==> src/rtl/riscv_i32_dmem_access_sequencer.sv <==
// Data memory access sequencer: splits word-crossing accesses into two aligned
// word accesses, stalls meanwhile, and assembles the rotated/masked/extended load result.
module riscv_i32_dmem_access_sequencer #(
    parameter int MISALIGNED_SUPPORT = 1
) (
    input  logic        clk,
    input  logic        reset,
    input  logic [31:0] dmem_request__access__address,
    input  logic [3:0]  dmem_request__access__byte_enable,
    input  logic        dmem_request__access__read_enable,
    input  logic        dmem_request__access__write_enable,
    input  logic [31:0] dmem_request__access__write_data,
    input  logic        dmem_request__multicycle,
    input  logic [1:0]  dmem_request__read_data_rotation,
    input  logic [3:0]  dmem_request__read_data_byte_enable,
    input  logic        dmem_request__sign_extend_byte,
    input  logic        dmem_request__sign_extend_half,
    input  logic        mem_wait,
    input  logic [31:0] mem_read_data,
    output logic [31:0] mem_address,
    output logic [3:0]  mem_byte_enable,
    output logic        mem_read_enable,
    output logic        mem_write_enable,
    output logic [31:0] mem_write_data,
    output logic        pipeline_stall,
    output logic        load_valid,
    output logic [31:0] load_data,
    output logic        misaligned_trap
);

    typedef enum logic [1:0] {
        IDLE,
        SECOND,
        FINAL_RESP
    } state_t;

    state_t      state;
    state_t      next_state;
    logic [31:0] addr2;
    logic [31:0] wdata;
    logic [31:0] hold;
    logic [3:0]  be1;
    logic [3:0]  be2;
    logic [3:0]  final_be;
    logic [3:0]  mask;
    logic [1:0]  rot;
    logic        re;
    logic        we;
    logic        sxb;
    logic        sxh;
    logic        first_pending;
    logic        final_pending;

    logic        req_valid;
    logic [7:0]  be_span;
    logic        accept;
    logic        split;
    logic        second_done;
    logic [31:0] resp_word;
    logic [31:0] rotated;
    logic [31:0] masked;
    logic [31:0] extended;
    logic        unused_addr_bits;

    function automatic logic [31:0] lanes(input logic [3:0] be);
        return {{8{be[3]}}, {8{be[2]}}, {8{be[1]}}, {8{be[0]}}};
    endfunction

    assign req_valid        = dmem_request__access__read_enable | dmem_request__access__write_enable;
    assign be_span          = {4'b0000, dmem_request__read_data_byte_enable} << dmem_request__read_data_rotation;
    assign final_pending    = (state == FINAL_RESP);
    assign unused_addr_bits = ^dmem_request__access__address[1:0];

    // State register; reset abandons any half-finished split access.
    always_ff @(posedge clk or posedge reset) begin
        if (reset) begin
            state <= IDLE;
        end else begin
            state <= next_state;
        end
    end

    // FINAL_RESP behaves like IDLE for new requests; it only marks a response due this cycle.
    always_comb begin
        next_state       = state;
        mem_address      = {dmem_request__access__address[31:2], 2'b00};
        mem_byte_enable  = dmem_request__access__byte_enable;
        mem_read_enable  = dmem_request__access__read_enable;
        mem_write_enable = dmem_request__access__write_enable;
        mem_write_data   = dmem_request__access__write_data;
        pipeline_stall   = 1'b0;
        misaligned_trap  = 1'b0;
        accept           = 1'b0;
        split            = 1'b0;
        second_done      = 1'b0;
        case (state)
            IDLE, FINAL_RESP: begin
                next_state = IDLE;
                if (req_valid && dmem_request__multicycle && (MISALIGNED_SUPPORT == 0)) begin
                    mem_read_enable  = 1'b0;
                    mem_write_enable = 1'b0;
                    misaligned_trap  = 1'b1;
                end else begin
                    pipeline_stall = req_valid & (mem_wait | dmem_request__multicycle);
                    accept         = req_valid & ~mem_wait;
                    split          = accept & dmem_request__multicycle;
                    if (split) begin
                        next_state = SECOND;
                    end else if (accept && dmem_request__access__read_enable) begin
                        next_state = FINAL_RESP;
                    end
                end
            end
            SECOND: begin
                mem_address      = addr2;
                mem_byte_enable  = be2;
                mem_read_enable  = re;
                mem_write_enable = we;
                mem_write_data   = wdata;
                pipeline_stall   = 1'b1;
                if (!mem_wait) begin
                    second_done = 1'b1;
                    next_state  = re ? FINAL_RESP : IDLE;
                end
            end
            default: next_state = IDLE;
        endcase
    end

    // Access context; the first-word read data is captured the cycle after the first accept.
    always_ff @(posedge clk or posedge reset) begin
        if (reset) begin
            addr2         <= '0;
            be1           <= '0;
            be2           <= '0;
            final_be      <= '0;
            wdata         <= '0;
            re            <= 1'b0;
            we            <= 1'b0;
            rot           <= '0;
            mask          <= '0;
            sxb           <= 1'b0;
            sxh           <= 1'b0;
            hold          <= '0;
            first_pending <= 1'b0;
        end else begin
            if (final_pending) begin
                hold <= '0;
            end
            if (state == SECOND && first_pending) begin
                hold          <= mem_read_data & lanes(be1);
                first_pending <= 1'b0;
            end
            if (accept) begin
                be1      <= dmem_request__access__byte_enable;
                final_be <= split ? be_span[7:4] : dmem_request__access__byte_enable;
                wdata    <= dmem_request__access__write_data;
                re       <= dmem_request__access__read_enable;
                we       <= dmem_request__access__write_enable;
                rot      <= dmem_request__read_data_rotation;
                mask     <= dmem_request__read_data_byte_enable;
                sxb      <= dmem_request__sign_extend_byte;
                sxh      <= dmem_request__sign_extend_half;
            end
            if (split) begin
                addr2         <= {dmem_request__access__address[31:2], 2'b00} + 32'd4;
                be2           <= be_span[7:4];
                first_pending <= dmem_request__access__read_enable;
            end
        end
    end

    // Load result: merge halves, rotate right by the byte offset, mask to size, extend.
    always_comb begin
        resp_word = hold | (mem_read_data & lanes(final_be));
        case (rot)
            2'd1:    rotated = {resp_word[7:0],  resp_word[31:8]};
            2'd2:    rotated = {resp_word[15:0], resp_word[31:16]};
            2'd3:    rotated = {resp_word[23:0], resp_word[31:24]};
            default: rotated = resp_word;
        endcase
        masked = rotated & lanes(mask);
        if (sxb) begin
            extended = {{24{masked[7]}}, masked[7:0]};
        end else if (sxh) begin
            extended = {{16{masked[15]}}, masked[15:0]};
        end else begin
            extended = masked;
        end
    end

    assign load_valid = final_pending;
    assign load_data  = final_pending ? extended : 32'h0;

endmodule

==> config.mk <==
export PLATFORM = sky130hd
export DESIGN_NAME = riscv_i32_dmem_access_sequencer
export DESIGN_NICKNAME = d
export VERILOG_FILES = /design/src/rtl/riscv_i32_dmem_access_sequencer.sv
export SDC_FILE = /design/constraint.sdc
export NUM_CORES = 1
export LEC_CHECK = 0
export ABC_AREA = 1
export CORE_MARGIN = 5
export CORE_UTILIZATION = 49
export DETAILED_ROUTE_END_ITERATION = 12
export PLACE_DENSITY = 0.79
export SYNTH_ARGS = -nofsm -noshare
export SYNTH_HDL_FRONTEND = slang
export SYNTH_SLANG_ARGS = --single-unit
==> constraint.sdc <==
create_clock -name clk -period 4.8 [get_ports clk]
set_clock_uncertainty 0.15 [all_clocks]
set_input_delay 0.96 -clock clk [delete_from_list [all_inputs] [get_ports clk]]
set_output_delay 0.96 -clock clk [all_outputs]
set_load 0.005 [all_outputs]
==> results.json, run 1 <==
{
  "ios": 219,
  "ctsResizeCount": 0,
  "synth_seq_area_share_pct": 37.2,
  "grt_pass1_vias": 8107,
  "rsz0062_at_grt": "false",
  "ys_types": 37,
  "cts_buffers": 17,
  "vias_per_cell": 5.25,
  "drv_cap": 0,
  "seq_area_um2": 2950,
  "status": "finished, final reports clean",
  "crit_top_cell": "nand2_1",
  "yosysWarnings": 0,
  "core_um2": 15900,
  "cts_tree": "done",
  "syn_avg_cell_area_um2": 6.38,
  "holdCritPathClass": "register to register",
  "worst-path-stages": 11,
  "fmax_mhz": 223,
  "portBuffers": 213,
  "met2_usage_pct": 43.0,
  "ys_ff_latch": 118,
  "critPathCapture": "load_data[12]",
  "leakage_nw": 5.12,
  "h-tree-depth": 4,
  "dr.pass1.iters": 7,
  "power.density_nw_per_um2": 361,
  "hold_viol": 0,
  "finalCritPeriodShare_pct": 93.5,
  "setup_viol": 0,
  "die_y_um": 137,
  "gp_routability_congestion": 0.964,
  "clk_latency_ps": 410,
  "vias": 8655,
  "rr_endpoint": "hold[14]",
  "grt_use_met1_pct": 33.9,
  "path_max_fanout": 25,
  "hold_ws_ps": 331,
  "slew_headroom_pct": 33.2,
  "worst_ep_required_time_ps": 3690,
  "crit_family": "buffers and inverters",
  "timing.rr.start": "state[1]",
  "reg2reg_depth": 7,
  "wire_per_inst_um": 15.4,
  "die-area_um2": 18800,
  "power_mw": 3.86,
  "irDropWorstVdd_mv": 0.229,
  "fin_setup_tns_ps": 0,
  "grt_usage_pct": 26.8,
  "diodes": 0,
  "startpoint": "rot[1]",
  "crit_arrival_ps": 3380,
  "startpoint_type": "register",
  "drive_above_1_share_pct": 5.51,
  "final_cells": 1649,
  "syn_inst": 1243,
  "path_class": "register to primary output",
  "slowest_delay_ps": 810,
  "multi_input_area_um2": 4060,
  "gr-max-usage-layer": "met2",
  "cts_setup_buffers": 0,
  "die_w_um": 137,
  "cp.buffers_inverters": 4,
  "start_util_pct": 50.0,
  "place_inst": 1617,
  "drt_iter0_markers": 814,
  "grt_pass1_wl_um": 40100,
  "drv_slew": 0,
  "syn_area_um2": 7940,
  "cts_hold_buf": 0,
  "totalWireLength_um": 25400,
  "ctsLongestPathBuffers": 2,
  "met3_usage_pct": 7.74,
  "rows": 46,
  "dp_hpwl_um": 18400,
  "overflow": 0,
  "period_minus_slack_ps": 4490,
  "clock-sinks": 118,
  "antenna_found_initial": 1,
  "ant_nets": 0,
  "end_kind": "primary output",
  "worst_pin_slew_ps": 1000,
  "drc": 0,
  "num-fill-cells": 1408,
  "root_buffer": "clkbuf_16",
  "grt_max_degree": 117,
  "clk_pin_slew_worst_paths_ps": 60,
  "path_cells": "nand2_1 > inv_2 > nand2_1 > nand3_2 > nor2_2 > nor2_4 > nor2_4 > inv_2 > nand2_1 > inv_1 > clkdlybuf4s50_1",
  "nNetsFinal": 1535,
  "r2r_slack_ps": 2220,
  "syn2layout_area_growth_pct": 34.8,
  "slowest_stage": "dfrtp_1"
}
[routing by layer]
metal | vias up | share of wire (%) | wire length, um
met3 | 62 | 10 | 2580
met1 | 3918 | 40 | 10000
met5 | - | 0.051 | 13
met2 | 407 | 46 | 11800
met4 | 2 | 3.9 | 987
li1 | 4266 | - | -
[worst min path at each step]
stage	from	endpoint	slack [ps]	cells past startpoint
6_report	be2[0]	be2[0]	330	2
4_1_cts	addr2[22]	addr2[22]	330	2
5_1_grt	be2[0]	be2[0]	340	2
3_5_place_dp	addr2[22]	addr2[22]	320	2
3_3_place_gp	addr2[3]	addr2[3]	310	2
2_1_floorplan	addr2[3]	addr2[3]	290	2
[placed cells by master, fill, tap and decap left out, types with 4 or more instances in the layout]
| cell | n |
|---|---|
| nand2_1 | 531 |
| clkdlybuf4s50_1 | 213 |
| o21ai_0 | 152 |
| inv_1 | 141 |
| dfrtp_1 | 118 |
| a21oi_1 | 48 |
| nor2_1 | 41 |
| o22ai_1 | 39 |
| nand3_1 | 27 |
| clkbuf_16 | 17 |
| nor3_1 | 11 |
| a21oi_2 | 10 |
| buf_4 | 9 |
| inv_2 | 7 |
| xor2_1 | 7 |
| nor2_2 | 5 |
| nand4_1 | 4 |
| clkinv_1 | 4 |
| inv_6 | 4 |
[tightest hold or removal path: stages (launching register included)]
cell and delay, ps:
dfrtp_1 340, nand2_1 50, nand2_1 60
[synthesized netlist by cell type, drive strengths merged]
library cell,instances,area share (%)
nand2,534,25
o21ai,157,10
inv,151,7.2
dfrtp,118,37
a21oi,58,4.1
nor2,52,3.4
o22ai,39,3.1
buf,38,3.1
clkbuf,28,1.3
nand3,28,1.8
nor3,12,0.82
xor2,7,0.77
clkinv,4,0.19
nand4,4,0.32
o211ai,3,0.28
a31oi,2,0.16
nand3b,2,0.19
o31ai,2,0.19
a21boi,1,0.095
conb,1,0.047
ha,1,0.16
o32ai,1,0.11
[cell families (layout without fill, tap and decap cells)]
kind of cell,Yosys count,count (layout),share of synthesized area (%)
buffers and inverters,221,409,11.8
AOI/OAI and AO/OA,263,263,18.0
xor gates and xnor gates,7,7,0.773
other,1,3,0.0473
and+or+nand+nor,632,632,32.0
DFF,118,118,37.2
adders and majority gates,1,1,0.158
[state kept, by name, summed over array words and instances, names as in the netlist]
register,count
hold,32
wdata,32
addr2,30
be1,4
final_be,4
mask,4
be2,3
rot,2
state,2
first_pending,1
re,1
sxb,1
sxh,1
we,1
[metrics by stage]
| step | setup slack (ps) | utilization (%) | instance area (um2) |
|---|---|---|---|
| after floorplan | 561 | - | 7940 |
| after global placement | 563 | 63.4 | 10100 |
| after detailed placement | 529 | 63.4 | 10100 |
| after CTS | 326 | 67.3 | 10700 |
| after global routing | 106 | 67.3 | 10700 |
| final | 312 | 67.3 | 10700 |
[area by class of cell]
class	instances	share of cell area (%)
multi-input combinational	906	38.0
inverter	155	5.51
timing repair buffer	222	20.6
sequential	118	27.6
clock buffer	19	4.23
clock inverter	13	1.59
tap	216	2.53
[report_power, final]
group | internal [mW] | switching (mW) | total [mW]
logic | 0.504 | 0.718 | 1.22
clock network | 0.851 | 0.493 | 1.34
registers | 1.17 | 0.124 | 1.29
total | 2.52 | 1.33 | 3.86
No activity file was read; power rests on OpenSTA's default activity.
==> run 2, diff against run 1 <==
SLEW_MARGIN = 0   (was default)
==> results of run 2 <==
Final layout, timing and power as in run 1 (identical DEF).
